<file path="src/rtl/bcd_serial_add_ctrl_pkg.sv">
// ============================================================================
// Module   : bcd_serial_add_ctrl_pkg
// Brief    : Shared types and constants for the digit-serial BCD adder.
// Revision : 1.0 - initial release
// ============================================================================
`default_nettype none

package bcd_serial_add_ctrl_pkg;

    localparam int         BCD_DIGIT_W   = 4;
    localparam logic [3:0] BCD_MAX_DIGIT = 4'h9;

    typedef enum logic [1:0] {
        IDLE = 2'd0,
        RUN  = 2'd1,
        DONE = 2'd2
    } state_t;

endpackage

`default_nettype wire

</file>
<file path="src/rtl/bcd_add.sv">
// ============================================================================
// Module   : bcd_add
// Brief    : Single-digit BCD adder; invalid digits force 0xF with carry 1.
// Revision : 1.0 - initial release
// ============================================================================
`default_nettype none

module bcd_add
    import bcd_serial_add_ctrl_pkg::*;
(
    input  logic [BCD_DIGIT_W-1:0] in_a,
    input  logic [BCD_DIGIT_W-1:0] in_b,
    input  logic                   in_cin,
    output logic [BCD_DIGIT_W-1:0] out_x,
    output logic                   out_cout
);

    logic                   w_bad;
    logic [BCD_DIGIT_W:0]   w_raw;
    logic [BCD_DIGIT_W-1:0] w_adj;

    assign w_bad = (in_a > BCD_MAX_DIGIT) || (in_b > BCD_MAX_DIGIT);
    assign w_raw = 5'(in_a) + 5'(in_b) + 5'(in_cin);
    // Decimal correction only needs the low nibble: (raw + 6) mod 16.
    assign w_adj = w_raw[BCD_DIGIT_W-1:0] + 4'd6;

    always_comb begin
        out_x    = w_raw[BCD_DIGIT_W-1:0];
        out_cout = 1'b0;
        if (w_bad) begin
            out_x    = 4'hF;
            out_cout = 1'b1;
        end else if (w_raw > 5'd9) begin
            out_x    = w_adj;
            out_cout = 1'b1;
        end
    end

endmodule

`default_nettype wire

</file>
<file path="src/rtl/bcd_serial_add_ctrl.sv">
// ============================================================================
// Module   : bcd_serial_add_ctrl
// Brief    : Digit-serial packed-BCD adder sequencer, LSD first, one shared
//            bcd_add, valid/ready on both sides.
// Revision : 1.0 - initial release
// ============================================================================
`default_nettype none

module bcd_serial_add_ctrl
    import bcd_serial_add_ctrl_pkg::*;
#(
    parameter int DIGITS = 4
) (
    input  logic                  clk,
    input  logic                  rst_n,
    input  logic                  in_valid,
    output logic                  in_ready,
    input  logic [4*DIGITS-1:0]   in_a,
    input  logic [4*DIGITS-1:0]   in_b,
    input  logic                  in_cin,
    output logic                  out_valid,
    input  logic                  out_ready,
    output logic [4*DIGITS-1:0]   out_sum,
    output logic                  out_cout,
    output logic                  out_err,
    output logic                  busy
);

    localparam int               W      = BCD_DIGIT_W * DIGITS;
    localparam int               CNT_W  = (DIGITS > 1) ? $clog2(DIGITS) : 1;
    localparam logic [CNT_W-1:0] C_LAST = CNT_W'(DIGITS - 1);

    state_t                 r_state;
    state_t                 w_state_nx;
    logic [W-1:0]           r_a_sr;
    logic [W-1:0]           r_b_sr;
    logic [W-1:0]           r_sum_sr;
    logic [W-1:0]           w_sum_shift;
    logic                   r_carry;
    logic                   r_err;
    logic [CNT_W-1:0]       r_cnt;
    logic [BCD_DIGIT_W-1:0] w_x;
    logic                   w_cout;
    logic                   w_dig_err;

    bcd_add u_bcd_add (
        .in_a     (r_a_sr[BCD_DIGIT_W-1:0]),
        .in_b     (r_b_sr[BCD_DIGIT_W-1:0]),
        .in_cin   (r_carry),
        .out_x    (w_x),
        .out_cout (w_cout)
    );

    assign w_dig_err = (r_a_sr[BCD_DIGIT_W-1:0] > BCD_MAX_DIGIT) ||
                       (r_b_sr[BCD_DIGIT_W-1:0] > BCD_MAX_DIGIT);

    // New digit enters at the top so the LSD ends up at [3:0] after DIGITS shifts.
    generate
        if (DIGITS == 1) begin : g_one_digit
            assign w_sum_shift = w_x;
        end else begin : g_multi_digit
            assign w_sum_shift = {w_x, r_sum_sr[W-1:BCD_DIGIT_W]};
        end
    endgenerate

    always_comb begin
        w_state_nx = r_state;
        case (r_state)
            IDLE:    if (in_valid)        w_state_nx = RUN;
            RUN:     if (r_cnt == C_LAST) w_state_nx = DONE;
            DONE:    if (out_ready)       w_state_nx = IDLE;
            default:                      w_state_nx = IDLE;
        endcase
    end

    always_ff @(posedge clk or negedge rst_n) begin
        if (!rst_n) begin
            r_state <= IDLE;
        end else begin
            r_state <= w_state_nx;
        end
    end

    always_ff @(posedge clk or negedge rst_n) begin
        if (!rst_n) begin
            r_a_sr   <= '0;
            r_b_sr   <= '0;
            r_sum_sr <= '0;
            r_carry  <= 1'b0;
            r_err    <= 1'b0;
            r_cnt    <= '0;
        end else begin
            case (r_state)
                IDLE: begin
                    if (in_valid) begin
                        r_a_sr  <= in_a;
                        r_b_sr  <= in_b;
                        r_carry <= in_cin;
                        r_err   <= 1'b0;
                        r_cnt   <= '0;
                    end
                end
                RUN: begin
                    r_sum_sr <= w_sum_shift;
                    r_a_sr   <= r_a_sr >> BCD_DIGIT_W;
                    r_b_sr   <= r_b_sr >> BCD_DIGIT_W;
                    r_carry  <= w_cout;
                    r_err    <= r_err | w_dig_err;
                    if (r_cnt != C_LAST) begin
                        r_cnt <= r_cnt + 1'b1;
                    end
                end
                default: ;
            endcase
        end
    end

    assign in_ready  = (r_state == IDLE);
    assign out_valid = (r_state == DONE);
    assign busy      = (r_state != IDLE);
    assign out_sum   = r_sum_sr;
    assign out_cout  = r_carry;
    assign out_err   = r_err;

endmodule

`default_nettype wire

</file>
<file path="config.mk">
export PLATFORM = sky130hd
export DESIGN_NAME = bcd_serial_add_ctrl
export DESIGN_NICKNAME = d
export VERILOG_FILES = /design/src/rtl/bcd_serial_add_ctrl_pkg.sv /design/src/rtl/bcd_add.sv /design/src/rtl/bcd_serial_add_ctrl.sv
export SDC_FILE = /design/constraint.sdc
export NUM_CORES = 1
export LEC_CHECK = 0
export BUFFER_PORTS_ARGS = -buffer_cell sky130_fd_sc_hd__buf_2
export CAP_MARGIN = 15
export CELL_PAD_IN_SITES_DETAIL_PLACEMENT = 0
export CELL_PAD_IN_SITES_GLOBAL_PLACEMENT = 2
export CORE_ASPECT_RATIO = 1.5
export CORE_MARGIN = 1
export CORE_UTILIZATION = 32
export DETAILED_ROUTE_END_ITERATION = 16
export PLACE_DENSITY_LB_ADDON = 0.1
export SLEW_MARGIN = 30
export SYNTH_ARGS = -nofsm -noshare
export SYNTH_HDL_FRONTEND = slang
export SYNTH_SLANG_ARGS = --single-unit
</file>
<file path="constraint.sdc">
create_clock -name clk -period 3.85 [get_ports clk]
set_input_delay 0 -clock clk [delete_from_list [all_inputs] [get_ports clk]]
set_output_delay 0 -clock clk [all_outputs]
set_load 0.005 [all_outputs]
</file>
Yosys cells after proc, flatten, opt, wreduce, memory -nomap -nowiden
Cells that the tools add are included.
{ "op_classes": {"add_sub_neg": 4, "order_cmp": 3, "eq_ne": 8, "muxes": 19, "n_bitwise": 1, "n_reduce_logical": 7} }
{ "op_table": {"columns": ["op", "n"], "rows": [
  ["case mux 16 bit (2 select lines)", 2],
  ["2-to-1 mux 16 bit", 2],
  ["2-to-1 mux 2 bit", 5],
  ["greater-than comparator 4 bit (second input constant)", 2],
  ["2-to-1 mux 4 bit", 2],
  ["!= test 2 bit (second input constant)", 4],
  ["case mux 2 bit (3 select lines)", 1],
  ["AND reduction 3 bit", 2],
  ["adder 4 x 4 -> 5 bit", 1],
  ["adder 5 x 1 -> 5 bit", 1],
  ["greater-than comparator 5 x 4 -> 1 bit (second input constant)", 1],
  ["adder 4 x 3 -> 4 bit (second input constant)", 1],
  ["== test 2 bit (second input constant)", 2],
  ["2-to-1 mux 1 bit", 4],
  ["case mux 1 bit (2 select lines)", 2],
  ["case mux 2 bit (2 select lines)", 1],
  ["nonzero test 2 bit", 2],
  ["adder 2 x 1 -> 2 bit (second input constant)", 1],
  ["== test 2 x 1 -> 1 bit (second input constant)", 1],
  ["logical NOT 2 bit", 1],
  ["!= test 2 x 1 -> 1 bit (second input constant)", 1],
  ["AND reduction 2 bit", 1],
  ["logical OR 1 bit", 1],
  ["OR 1 bit", 1]
]} }
{ "totals": {"regBits": 54, "in_bits": 37, "out_inout_bits": 21} }

Longest topological paths before layout
Gate-level depths: netlist of run 1.
{ "depth": {"depth_word": 6, "depth_mapped": 9} }

Hierarchy
Synthesis of run 1 repeated with hierarchy kept, for this count alone.
{ "hier_totals": {"hier_cells": 239, "hier_area_um2": 2648.8} }
{ "by_module_without_submodules": {"columns": ["module", "instances", "cells_each", "area_each_um2"], "rows": [
  ["bcd_serial_add_ctrl", 1, 206, 2381.0],
  ["bcd_add", 1, 33, 267.8]
]} }

Least setup slack after synthesis of run 1
No wires, ideal clock.
{ "synth_path": {"kind": "register to register", "from": "register r_carry, in the netlist out_cout", "to": "register r_sum_sr[14], in the netlist out_sum[14]", "setup_time_ns": 0.082, "t_arrival_ns": 2.723, "t_required_ns": 3.768, "slack_ns": 1.046, "path_stages_with_launch": 10, "n_path_buf": 0, "period_less_slack_ns": 2.804, "path_cell_list": "dfrtp_1 > fa_1 > fa_1 > xnor2_1 > ha_1 > and2b_2 > a31o_1 > o31ai_4 > mux2_1 > a31oi_1"} }
{ "synth_via": {"elab_chain_cells": 4, "elab_cells_between_ends": 5} }
{ "synth_lines": {"columns": ["element", "line", "source"], "rows": [
  ["start, declared", "bcd_serial_add_ctrl.sv:39", "logic r_carry;"],
  ["start signal, assigned", "bcd_serial_add_ctrl.sv:98", "r_carry <= in_cin;"],
  ["start signal, assigned", "bcd_serial_add_ctrl.sv:107", "r_carry <= w_cout;"],
  ["adder 5 x 1 -> 5 bit (*)", "bcd_add.sv:23", "assign w_raw = 5'(in_a) + 5'(in_b) + 5'(in_cin);"],
  ["adder 4 x 3 -> 4 bit / greater-than comparator 5 x 4 -> 1 bit (equally long branches)", "bcd_add.sv:25, bcd_add.sv:33", null],
  ["2-to-1 mux 4 bit (*)", "bcd_add.sv:33", "end else if (w_raw > 5'd9) begin"],
  ["2-to-1 mux 4 bit (*)", "bcd_add.sv:30", "if (w_bad) begin"],
  ["end signal, assigned", "bcd_serial_add_ctrl.sv:104", "r_sum_sr <= w_sum_shift;"],
  ["end, declared", "bcd_serial_add_ctrl.sv:37", "logic [W-1:0] r_sum_sr;"]
]} }
Every way passes the cells marked *; elsewhere a longest branch is shown, timed or not.
A chain may end at the register's enable or synchronous reset.

Final worst setup path of run 1
Ends and elaborated chain as after synthesis.

==> results of run 1 <==
flip-flops by register name, summed over array words and instances, names as in the netlist:
signal,flops
out_cout,1
r_a_sr,16
r_b_sr,16
r_cnt,2
out_err,1
r_state,2
out_sum,16
path summary, 6_finish.rpt:
check                           startpoint     endpoint  slack [ps]  depth (start not counted)
worst max-delay path              out_cout  out_sum[14]         840                          9
worst min-delay path                 rst_n   r_a_sr[15]         200                          2
worst max register to register    out_cout  out_sum[14]         840                          9
worst min register to register  out_sum[3]   out_sum[3]         470                          2
max in group asynchronous            rst_n     out_cout        2830                          3
min in group clk                  in_valid   r_b_sr[15]         280                          4
final cells by class:
class	instances	area [sq um]
Fill cell	784	4050
Sequential cell	54	1350
Multi-Input combinational cell	185	965
Timing Repair Buffer	96	666
Tap cell	100	125
Clock buffer	6	82.6
Inverter	5	18.8
Clock inverter	2	12.5
through the flow:
step / instances / hold WS (ps) / util / worst slack (ps) / power (mW)
after detailed placement: 405 / 6.94 / 0.381 / 839 / 2.60
after global routing: 448 / 241 / 0.443 / 728 / 3.20
after CTS: 447 / 2.14 / 0.441 / 802 / 2.97
after floorplan: 258 / -296 / - / 1050 / 2.20
final: 448 / 196 / 0.443 / 844 / 2.90
after global placement: 405 / 10.9 / 0.381 / 912 / 2.56
Yosys cell counts (2+ instances only):
cell       n  area share
nand2b_1   2      0.0052
a31oi_1    4       0.010
fa_1       2       0.017
o22ai_1   25       0.065
o21ai_1    3      0.0062
a21oi_1    3      0.0062
nand3_1    9       0.019
a22o_1     2      0.0073
ha_1       5       0.026
inv_1      5      0.0078
clkbuf_1   9       0.014
and2_1     2      0.0052
dfrtp_1   54        0.56
xnor2_1    2      0.0073
buf_2      3      0.0062
nand2_1   58       0.091
nor2_1    57       0.089
critical path, stage by stage, from the launching register on:
cell	delay [ps]
dfrtp_1	430
fa_1	490
fa_1	420
xnor2_1	180
ha_1	230
and2b_2	200
a31o_1	220
o31ai_4	250
mux2_1	350
a31oi_1	160
layer usage:
metal / GRT usage / vias to the layer above / routed length [um]
met5: 0 / - / 0
met4: 0.0504 / 0 / 54
met3: 0.0270 / 4 / 184
met2: 0.288 / 45 / 3010
met1: 0.179 / 984 / 2420
li1: - / 1033 / -
power by group:
part           switching, mW  total (mW)  internal (mW)
sequential             0.173        1.02          0.850
clock                  0.185       0.330          0.145
combinational          0.862        1.55          0.688
total                   1.22        2.90           1.68
repair_timing:
action | 4_1_cts | 5_1_grt
buffers inserted | 0 | 0
hold buffers | 34 | 1
hold endpoints to repair | 54 | 1
kinds of logic after synthesis:
logic type / Yosys count / synth area share
xor+xnor: 2 / 0.00729
flops: 54 / 0.562
mux: 2 / 0.00936
simple gates: 132 / 0.222
buf+inv: 19 / 0.0380
compound gates: 42 / 0.119
fa+ha+maj: 7 / 0.0427
==> results.md, run 1 <==
* Mapped Cells at 258
* Worst Skew at 9.80 ps
* Final Max Slew Viols at 0
* Mapped cell area at 2400 sq um
* Final Instance Area at 3220 sq um
* CTS tree: yes
* DR vias/cell at 4.61
* Port-buffer cells at 57
* Wire per inst at 12.6 um
* Total gr overflow at 0
* Post-DP HPWL at 3.77 mm
* Crit end category: flip-flop
* Fin crit period at 3010 ps
* Max Freq at 0.333 GHz
* Setup CP Type: reg -> reg
* Syn-to-layout area delta at 33.9%
* DP Area at 2780 sq um
* Pwr/cell area at 901 nW/um^2
* Max Buffers Root-to-Sink at 2
* Commonest non-fill, non-tap cells in the layout: nand2_1 (58), nor2_1 (57), buf_2 (57)
* Mean Syn Cell Area at 9.32 sq um
* Rows at 38
* Drt first pass iters at 4
* Vias at 2066
* Ant diodes at 0
* Top FF cell, synth: dfrtp_1
* Outcome: finished, final reports clean
* Core Area at 7270 sq um
* Die Footprint at 7870 sq um
* Number of flops mapped to enable cells by yosys at 0
* Clk sink count at 54
* Reg clk slew, reported paths at 100 ps
* Initial DRC count at 55
* Max-Cap Viols at 0
* Leak pwr at 1.55 nW
* WL final at 5.67 mm
* Fraction of layout cells with a size suffix above 1 at 0.221
* CP Data Arrival Time at 3230 ps
* Peak supply drop at 0.299 mV
* Ports at 58
* Most common cell after layout, fill and taps aside: nand2_1
* Antenna-violating nets left at 0
* Worst Max-Slew Pin Slew at 747 ps
* Seq/Total Area, Yosys at 0.562
* Fin crit share at 0.781
* Num CTS Buffers at 5
* Yosys reg bits at 54
* Clk_lat worst skew at 310 ps
* Post-synth net total at 302
* Die H at 108 um
* Critical-path maximum fanout at 3
* Synth unique cells at 30
* Hold Vio Cnt, Final at 0
* Largest net degree at the start of global routing at 36
* Setup_tns at 0 ps
* Setup-failing EPs final at 0
* DRC viols at 0
* H-tree depth at 2
* Antenna violations before repair at 0
* First-pass GRT wire length at 9.40 mm
* Vias in the first global route at 1968
* YS warnings at 0
* Hold Crit Class: in -> async
* Global placement routability congestion at 0.736
* Startpoint class of the critical path: flip-flop
* Nets@finish at 391
* Total global-route track usage at 0.156
* RSZ-0062 raised after global routing: no
* CTS resizes at 0
* Die Width at 72.8 um
* Relative slew slack at 0.501
* Initial core utilization at 0.331
* Asr flop ratio synth at 1.00
* Worst Path Required at 4080 ps
* Root buf cell: clkbuf_8
(Power assumes the default switching activity.)
==> run 2: changes to the inputs <==
- clock period: 3.85 -> 3.05 ns (I/O delays scaled with it)
==> results.md, run 2 (synthesis results as in run 1) <==
* Clk sink count at 54 (unchanged)
* Final Instance Area at 3250 sq um (was 3220 sq um)
* Vias in the first global route at 1918 (was 1968)
* CP Data Arrival Time at 3150 ps (was 3230 ps)
* RSZ-0062 raised after global routing: no (unchanged)
* Fin crit period at 2920 ps (was 3010 ps)
* Core Util, Final at 0.447 (was 0.443)
* Hold Crit Class: in -> reg (was in -> async)
* Root buf cell: clkbuf_8 (unchanged)
* Rows at 38 (unchanged)
* Die Width at 72.8 um (unchanged)
* Peak supply drop at 0.448 mV (was 0.299 mV)
* Total global-route track usage at 0.150 (was 0.156)
* Outcome: finished, final reports clean (unchanged)
* Worst Path Required at 3280 ps (was 4080 ps)
* Fraction of layout cells with a size suffix above 1 at 0.226 (was 0.221)
* Setup-failing EPs final at 0 (unchanged)
* CTS tree: yes (unchanged)
* Worst Max-Slew Pin Slew at 860 ps (was 747 ps)
* Fin cells at 449 (was 448)
* Total gr overflow at 0 (unchanged)
* Max-Cap Viols at 0 (unchanged)
* Ports at 58 (unchanged)
* Placed insts at 404 (was 405)
* Vias at 2049 (was 2066)
* H-tree depth at 2 (unchanged)
* Initial DRC count at 82 (was 55)
* Post-DP HPWL at 3.71 mm (was 3.77 mm)
* Setup_tns at 0 ps (unchanged)
* Max Buffers Root-to-Sink at 2 (unchanged)
* Setup CP Type: reg -> reg (unchanged)
* Relative slew slack at 0.425 (was 0.501)
* Antenna-violating nets left at 0 (unchanged)
* Hold Vio Cnt, Final at 0 (unchanged)
* Ant diodes at 0 (unchanged)
* Final Max Slew Viols at 0 (unchanged)
* Final worst slack at 134 ps (was 844 ps)
* Largest net degree at the start of global routing at 36 (unchanged)
* Hold_ws at 263 ps (was 196 ps)
* DRC viols at 0 (unchanged)
* Power, Total at 3.80 mW (was 2.90 mW)
* Startpoint class of the critical path: flip-flop (unchanged)
* Pwr/cell area at 1170 nW/um^2 (was 901 nW/um^2)
* Reg clk slew, reported paths at 100 ps (about the same)
* DP Area at 2770 sq um (was 2780 sq um)
* Wire per inst at 12.6 um (about the same)
* First-pass GRT wire length at 8.93 mm (was 9.40 mm)
* Nets@finish at 392 (was 391)
* Die H at 108 um (unchanged)
* Max Freq at 0.343 GHz (was 0.333 GHz)
* Antenna violations before repair at 0 (unchanged)
* Core Area at 7270 sq um (unchanged)
* Leak pwr at 1.56 nW (was 1.55 nW)
* Pre-CTS setup slack at 102 ps (was 839 ps)
* Port-buffer cells at 57 (unchanged)
* Initial core utilization at 0.331 (unchanged)
* WL final at 5.66 mm (was 5.67 mm)
* Die Footprint at 7870 sq um (unchanged)
* Commonest non-fill, non-tap cells in the layout: nand2_1 (58), nor2_1 (57), buf_2 (57) (unchanged)
* Fill cells at 791 (was 784)
* Most common cell after layout, fill and taps aside: nand2_1 (unchanged)
* Clk_lat worst skew at 310 ps (about the same)
* Critical-path maximum fanout at 3 (unchanged)
* Global placement routability congestion at 0.769 (was 0.736)
* Drt first pass iters at 4 (unchanged)
* Worst Skew at 7.78 ps (was 9.80 ps)
* Crit end category: flip-flop (unchanged)
* Syn-to-layout area delta at 35.1% (was 33.9%)
* DR vias/cell at 4.56 (was 4.61)
* Num CTS Buffers at 5 (unchanged)
* Fin crit share at 0.956 (was 0.781)
-- run 2: cell types whose count changed in the layout (fill, tap and decap cells not counted), sizes merged --
cell	change
bufinv	+1
buf	+1
clkinv	-1
-- run 2: worst paths after layout --
| path | from | endpoint | slack (ps) | depth (start not counted) |
|---|---|---|---|---|
| setup / recovery | out_cout | out_sum[14] | 130 | 9 |
| hold reg to reg | out_sum[0] | out_sum[0] | 480 | 2 |
| max in group asynchronous | rst_n | r_b_sr[12] | 1950 | 3 |
| min in group asynchronous | rst_n | out_sum[1] | 320 | 2 |
| hold / removal | in_valid | out_err | 260 | 5 |
| setup reg to reg | out_cout | out_sum[14] | 130 | 9 |
-- run 2: critical path, cell delays in order (launching register included) --
cell and delay (ps):
dfrtp_1 430, fa_2 410, fa_2 560, inv_1 60, ha_1 200, and2b_2 190, a31o_1 220, o31ai_4 270
mux2_1 350, a31oi_1 150
-- run 2: timing repair --
item                                    CTS  global route
endpoints found under the setup margin    0             1
hold endpoints to repair                 68             0
setup buffers                             0             2
gates resized for setup                   0             2
hold buffers                             35             0
-- run 2: where the power goes --
part	switching, mW	internal, mW
combinational	1.10	0.928
clock	0.236	0.245
sequential	0.223	1.07
total	1.56	2.25
-- run 2: final cells by class --
cell class / instances / area [sq um] / area share
Clock inverter: 2 / 37.5 / 0.0116
Clock buffer: 6 / 72.6 / 0.0223
Sequential cell: 54 / 1350 / 0.416
Tap cell: 100 / 125 / 0.0385
Timing Repair Buffer: 97 / 673 / 0.207
Multi-Input combinational cell: 185 / 970 / 0.299
Inverter: 5 / 18.8 / 0.00578
-- run 2: layer usage --
metal / track usage / part of all wire
met5: 0 / 0
met4: 0.0546 / 0.013
met3: 0.0242 / 0.027
met2: 0.268 / 0.52
met1: 0.177 / 0.44
